$ cat config.mk
export PLATFORM = sky130hd
export DESIGN_NAME = uart_tx
export DESIGN_NICKNAME = d
export VERILOG_FILES = /design/src/rtl/uart_tx.sv
export SDC_FILE = /design/constraint.sdc
export NUM_CORES = 1
export LEC_CHECK = 0
export BUFFER_PORTS_ARGS = -buffer_cell sky130_fd_sc_hd__buf_2
export CAP_MARGIN = 10
export CORE_MARGIN = 2
export CORE_UTILIZATION = 46
export CTS_CLUSTER_SIZE = 10
export DETAILED_ROUTE_END_ITERATION = 16
export GPL_TIMING_DRIVEN = 0
export PLACE_DENSITY = 0.72
export REMOVE_ABC_BUFFERS = 1
export SKIP_LAST_GASP = 1
export SYNTH_ARGS = -nofsm -noshare
export SYNTH_HDL_FRONTEND = slang
export SYNTH_SLANG_ARGS = --single-unit
$ cat constraint.sdc
create_clock -name i_clk -period 7.8 [get_ports i_clk]
set_input_delay 0.39 -clock i_clk [delete_from_list [all_inputs] [get_ports i_clk]]
set_output_delay 0.39 -clock i_clk [all_outputs]
set_load 0.02 [all_outputs]
$ cat src/rtl/uart_tx.sv
// uart_tx: 8-bit UART transmitter with a per-frame latched baud divisor.
// Frame: start bit, 8 data bits LSB first, optional parity bit, one stop bit.
// Optional feature macro: UART_TX_PARITY_EN. It enables the parity bit stage.
// Without it, the parity inputs are ignored and every frame is 10 bits long.
// Handshake: a write is taken on a rising edge where i_we_h=1, i_en_h=1 and o_busy_h=0.
// o_busy_h rises on that same edge. Writes seen while o_busy_h=1 are dropped.
module uart_tx #(
    parameter int DIV_W = 16
) (
    input  logic             i_clk,
    input  logic             i_rst_n,
    input  logic             i_en_h,
    input  logic [DIV_W-1:0] i_div,
    input  logic [7:0]       i_tx_data,
    input  logic             i_we_h,
    input  logic             i_parity_en_h,
    input  logic             i_parity_type_el_oh,
    output logic             o_tx,
    output logic             o_busy_h
);

    localparam logic [DIV_W-1:0] ONE = {{(DIV_W-1){1'b0}}, 1'b1};

    typedef enum logic [2:0] {
        IDLE   = 3'd0,
        START  = 3'd1,
        DATA   = 3'd2,
        PARITY = 3'd3,
        STOP   = 3'd4
    } state_t;

    state_t           state;
    logic [7:0]       shift_q;   // remaining data bits, next bit to send in [0]
    logic [DIV_W-1:0] div_q;     // latched clocks-per-bit, never zero
    logic [DIV_W-1:0] div_cnt;   // clocks already spent on the current bit
    logic [2:0]       bit_cnt;   // index of the data bit on the line
    logic             bit_done;
    logic [DIV_W-1:0] div_eff;

`ifdef UART_TX_PARITY_EN
    logic par_en_q;
    logic par_bit_q;
`else
    logic unused_parity;
    assign unused_parity = i_parity_en_h ^ i_parity_type_el_oh;
`endif

    // A divisor of zero is treated as one clock per bit.
    assign div_eff  = (i_div == '0) ? ONE : i_div;
    assign bit_done = (div_cnt == div_q - ONE);

    // Frame sequencer. o_tx and o_busy_h are registered here directly.
    always_ff @(posedge i_clk or negedge i_rst_n) begin
        if (!i_rst_n) begin
            state    <= IDLE;
            shift_q  <= '0;
            div_q    <= ONE;
            div_cnt  <= '0;
            bit_cnt  <= '0;
            o_tx     <= 1'b1;
            o_busy_h <= 1'b0;
`ifdef UART_TX_PARITY_EN
            par_en_q  <= 1'b0;
            par_bit_q <= 1'b0;
`endif
        end else if (!i_en_h) begin
            state    <= IDLE;
            div_cnt  <= '0;
            bit_cnt  <= '0;
            o_tx     <= 1'b1;
            o_busy_h <= 1'b0;
        end else begin
            case (state)
                IDLE: begin
                    if (i_we_h) begin
                        shift_q  <= i_tx_data;
                        div_q    <= div_eff;
                        div_cnt  <= '0;
                        bit_cnt  <= '0;
                        o_tx     <= 1'b0;
                        o_busy_h <= 1'b1;
                        state    <= START;
`ifdef UART_TX_PARITY_EN
                        par_en_q  <= i_parity_en_h;
                        par_bit_q <= (^i_tx_data) ^ i_parity_type_el_oh;
`endif
                    end
                end
                START: begin
                    if (bit_done) begin
                        div_cnt <= '0;
                        o_tx    <= shift_q[0];
                        shift_q <= shift_q >> 1;
                        state   <= DATA;
                    end else begin
                        div_cnt <= div_cnt + ONE;
                    end
                end
                DATA: begin
                    if (bit_done) begin
                        div_cnt <= '0;
                        if (bit_cnt == 3'd7) begin
`ifdef UART_TX_PARITY_EN
                            if (par_en_q) begin
                                o_tx  <= par_bit_q;
                                state <= PARITY;
                            end else begin
                                o_tx  <= 1'b1;
                                state <= STOP;
                            end
`else
                            o_tx  <= 1'b1;
                            state <= STOP;
`endif
                        end else begin
                            bit_cnt <= bit_cnt + 3'd1;
                            o_tx    <= shift_q[0];
                            shift_q <= shift_q >> 1;
                        end
                    end else begin
                        div_cnt <= div_cnt + ONE;
                    end
                end
`ifdef UART_TX_PARITY_EN
                PARITY: begin
                    if (bit_done) begin
                        div_cnt <= '0;
                        o_tx    <= 1'b1;
                        state   <= STOP;
                    end else begin
                        div_cnt <= div_cnt + ONE;
                    end
                end
`endif
                STOP: begin
                    if (bit_done) begin
                        div_cnt  <= '0;
                        o_busy_h <= 1'b0;
                        state    <= IDLE;
                    end else begin
                        div_cnt <= div_cnt + ONE;
                    end
                end
                default: begin
                    state    <= IDLE;
                    o_tx     <= 1'b1;
                    o_busy_h <= 1'b0;
                end
            endcase
        end
    end

endmodule

# After elaboration in Yosys (flattened, before gate mapping)
# Index checks and enable logic that the tools add are counted.
# word_totals
regBits	48
latch_bits	0
ramBits	0
rom_bits	0
in_bits	30
out_inout_bits	2
elab_cells	73
mem_count	0
# classes
n_addsub	3
multipliers	0
div	0
order_cmp	0
eq_ne	19
n_shift	0
muxes	32
bitwise_logic	0
reduce_logical	12
# op_table
cell	n
$mux 16	4
$mux 8	4
$pmux 16 s2	1
$mux 3	10
$pmux 8 s3	1
$ne 3x3->1 const B	6
$add 16x1->16 const B	1
$eq 16x16->1	1
$logic_not 16->1	1
$sub 16x1->16 const B	1
$ne 2x2->1 const B	6
$pmux 3 s4	1
$mux 1	8
$reduce_and 4->1	2
$eq 3x3->1 const B	2
$pmux 3 s2	1
$reduce_and 3->1	2
$reduce_and 6->1	1
$reduce_and 5->1	1
$pmux 1 s4	1
$add 3x1->3 const B	1
$eq 3x1->1 const B	1
$eq 3x2->1 const B	1
$logic_not 3->1	1
other kinds (7)	7

# Logic depth before layout (Yosys ltp)
# logic_depth
ltp_word	5
mapped_depth	12
depth_no_buf	9

# Worst setup path after synthesis
# OpenSTA, ideal clock, no wires.
# synth_timing
path_kind	register to register
start	register div_q[3]
end	register o_tx
setup_time_ns	0.085
arrival_time_ns	3.336
setup_slack_ns	4.379
path_stages_with_launch	11
period_less_slack_ns	3.421
path_cell_list	dfrtp_1 buf_6 or4_1 buf_2 or4b_2 xnor2_2 a2111o_1 or4_1 buf_2 a22oi_1 mux2_1
# synth_between
elab_chain_cells	4
word_cells_on_any_way	5
classes_between	1 x add/sub; 3 x eq/ne; 1 x reduce/logical
# synth_rtl
item	line	rtl
from (decl)	34	logic [DIV_W-1:0] div_q;
from (signal assigned)	77	div_q <= div_eff;
$sub 16x1->16 *	50	assign bit_done = (div_cnt == div_q - ONE);
$eq 16x16->1 *	50	
$ne 3x3->1 (no source line)	n/a	
$reduce_and 4->1 (no source line) *	n/a	
to (signal assigned)	92	o_tx <= shift_q[0];
to (signal assigned)	117	o_tx <= shift_q[0];
to (decl)	18	output logic o_tx,
# Every way passes the cells marked *; elsewhere a longest branch is shown, timed or not.
# A chain may end at the register's enable or synchronous reset.

# Final worst setup path
# Same ends and word-level chain as after synthesis.

==> flow_summary.ini <==
[floorplanning]
die_w_um = 88.0
coreArea_mm2 = 0.00679
die_area_mm2 = 0.00774
fp.dieH_um = 88.0
placementRows = 30
start_util_pct = 47.7
ioPinCount = 32

[global_route]
grt_util_met3_pct = 3.02
met2_usage_pct = 34.1
gr-total-overflow = 0
grt_use_met1_pct = 27.3
grt_most_used_layer = met2
grt_pass1_wl_um = 12500
grt_pass1_vias = 2632
antenna_found_initial = 0
grtUsageTotal_pct = 20.6
grt_start_max_net_pins = 49

[clock_network]
cts_resized = 0
cts_tree = yes
root_buffer = clkbuf_8
cts_htree_levels = 2
cts_setup_buffers = 0
numCtsBuffers = 5
cts_buffer_depth = 2
clkTransAtPathRegs_ns = 0.09
clk_latency_ns = 0.31
postCtsHoldBufs = 0
numClockSinks = 48

[timing]
clock_skew_ns = 0.00600
maxSlewHeadroom_pct = 26.8
post-route-min-period_ns = 3.91
rsz0062_at_grt = false
fin_setup_tns_ns = 0
max_freq_mhz = 256
min_period_over_period_pct = 50.2
worstMarginPinSlew_ns = 1.10
holdWs_ns = -0.00454
finalHoldViolCount = 5
setup_slack_ns = 3.89
slew_viol_final = 0
finalSetupViolations = 0

[routing]
drc = 0
firstDrtPassIters = 4
routed_wl_um = 7340
final_antenna_net_count = 0
drtIter0Drc = 141
detail_route.wl_per_cell_um = 15.6
vias = 2804
via_per_inst = 5.98

[yosys]
synth_top_family_by_area = simple AND/OR/NAND/NOR gates
syn_avg_cell_area_um2 = 9.08
ys_warn_count = 0
synth-adder-area-share_pct = 1.54
synth_cell_types = 60
synthMuxAreaShare_pct = 8.64
synth-edff-count = 0
async_flop_share_pct = 100
synth_compound_area_share_pct = 16.7
yosysSeqAreaShare_pct = 37.1
ys_seq_elements = 48
synthXorXnorAreaFrac_pct = 5.36
synth-simple-area-share_pct = 25.8
synth_cells = 357
syn-cell-area_mm2 = 0.00324
synth-main-ff-cell = dfrtp_1

[power]
ir_drop_mv = 0.124
p_total_mw = 0.688
leakagePower_nw = 1.40
power_density_mw_per_mm2 = 193

[min_path]
hp-class = input pin to async pin

[critical_path]
r2r_end = o_tx
startpoint_type = flip-flop
regToRegSetupSlack_ns = 3.89
crit_arrival_ns = 4.16
crit_start = div_q[3]
worstPathMaxFanout = 12
timing.rr.start = div_q[3]
endpoint_kind = flip-flop
cp.required_ns = 8.05
endpoint = o_tx
reg2reg_depth = 7
critical_path_class = flip-flop to flip-flop

[layout]
diodes = 0
stdcell_area_mm2 = 0.00356
final_nets = 406
layout-drive-gt1-share_pct = 18.2
area_delta_synth_final_pct = 9.88
final_util_pct = 52.4
nFillCells = 621
fin_cells = 469

[run]
cap_violations = 0

[placed_design]
pre_cts_ws_ns = 3.93
place_congestion = 0.922
place_area_mm2 = 0.00342
numPortBuffers = 29
placedCellCount = 459
dpl.hpwl_um = 5180

[outcome]
status = finished with violations
violations = negative hold slack
[worst min-delay path by stage]
stage,startpoint,endpoint,slack [ns],cells after the start
after detailed placement,shift_q[3],shift_q[3],0.51,2
final,i_rst_n,bit_cnt[1],-0.005,1
after floorplan,i_rst_n,bit_cnt[0],0.09,0
after global routing,i_rst_n,bit_cnt[1],0.03,1
after CTS,i_div[11],div_q[11],0.31,2
after global placement,shift_q[6],shift_q[6],0.49,2
[where the power goes]
part	switching, mW	internal [mW]	leakage [nW]
Combinational	0.0922	0.0800	0.735
Clock	0.0916	0.0950	0.0541
Sequential	0.0446	0.284	0.608
Total	0.228	0.459	1.40
[flip-flops by register name, summed over array words and instances (netlist names)]
name,flops
div_cnt,16
div_q,16
shift_q,8
bit_cnt,3
state,3
o_busy_h,1
o_tx,1
[worst max-delay path, cell delays in order (launching register included)]
cell and delay (ns):
dfrtp_1 0.48, or4_1 0.76, or4b_2 0.72, xnor2_2 0.18, a2111o_1 0.37, or4_1 0.69
a22oi_1 0.29, mux2_1 0.34
[synthesized netlist by cell type, drive strengths merged, types with 2 or more instances]
library cell / n / share of area (%)
a31oi: 11 / 2.1
o21a: 2 / 0.46
or4: 6 / 1.4
or3: 4 / 0.77
clkbuf: 15 / 1.7
o22ai: 2 / 0.39
a211oi: 4 / 1.1
o41ai: 2 / 0.54
a2111oi: 2 / 0.54
o211ai: 5 / 1.3
buf: 10 / 2.0
nand3b: 3 / 0.69
nand2b: 6 / 1.2
a22oi: 4 / 0.93
nor3: 10 / 1.5
a2111o: 2 / 0.69
mux2: 16 / 5.6
and3: 13 / 2.5
nor3b: 4 / 0.93
and4: 2 / 0.54
and2: 4 / 0.77
nand4: 4 / 0.77
o311ai: 6 / 2.1
nor2b: 3 / 0.58
dfstp: 2 / 1.6
mux2i: 10 / 3.1
nor4: 12 / 2.3
xor2: 9 / 2.4
inv: 9 / 1.0
o21ai: 16 / 2.5
xnor2: 10 / 2.9
dfrtp: 46 / 35
nand2: 29 / 3.4
a311oi: 2 / 0.54
ha: 4 / 1.5
nor2: 11 / 1.3
nor4b: 4 / 1.3
a21oi: 13 / 2.0
nand3: 29 / 4.5
[cell type report]
class                      instances  area (um2)  share of cell area [%]
inverter                           9        33.8                   0.948
tap                               96         120                    3.37
clock buffer                       5        68.8                    1.93
multi-input combinational        275        1880                    52.8
sequential                        48        1200                    33.8
clock inverter                     3        42.5                    1.19
timing repair buffer              33         211                    5.93
[cell families (layout without fill, tap and decap cells)]
kind of cell	after synthesis	count (layout)
and+or+nand+nor	149	149
DFF	48	48
xor gates and xnor gates	19	19
adders and majority gates	4	4
buffers and inverters	34	50
muxes	26	26
AOI/OAI and AO/OA	77	77
[layout by cell type, fill, tap and decap left out, types with 3 or more instances in the layout]
cell type  instances
nand2b_1           6
nand3b_1           3
ha_1               4
dfrtp_1           46
a31oi_1           11
xnor2_1            9
o211ai_1           4
and3_1            13
xor2_1             9
a211oi_1           3
or3_1              4
nand4_1            4
nor4b_1            3
nand2_1           28
nor2b_1            3
buf_2             29
nor3_1            10
and2_1             4
mux2i_1           10
a21oi_1           13
o311ai_1           4
nor3b_1            4
o21ai_0           12
clkbuf_8           5
nor2_1            11
inv_1              9
o21ai_1            4
a22oi_1            4
nand3_1           29
mux2_2            15
nor4_1            12
or4_1              6
[metal layers]
layer / wire [um] / part of all wire, %
met1: 3440 / 47
met2: 3490 / 48
met3: 237 / 3.2
met4: 166 / 2.3
met5: 0 / 0
No activity file was read; power rests on OpenSTA's default activity.
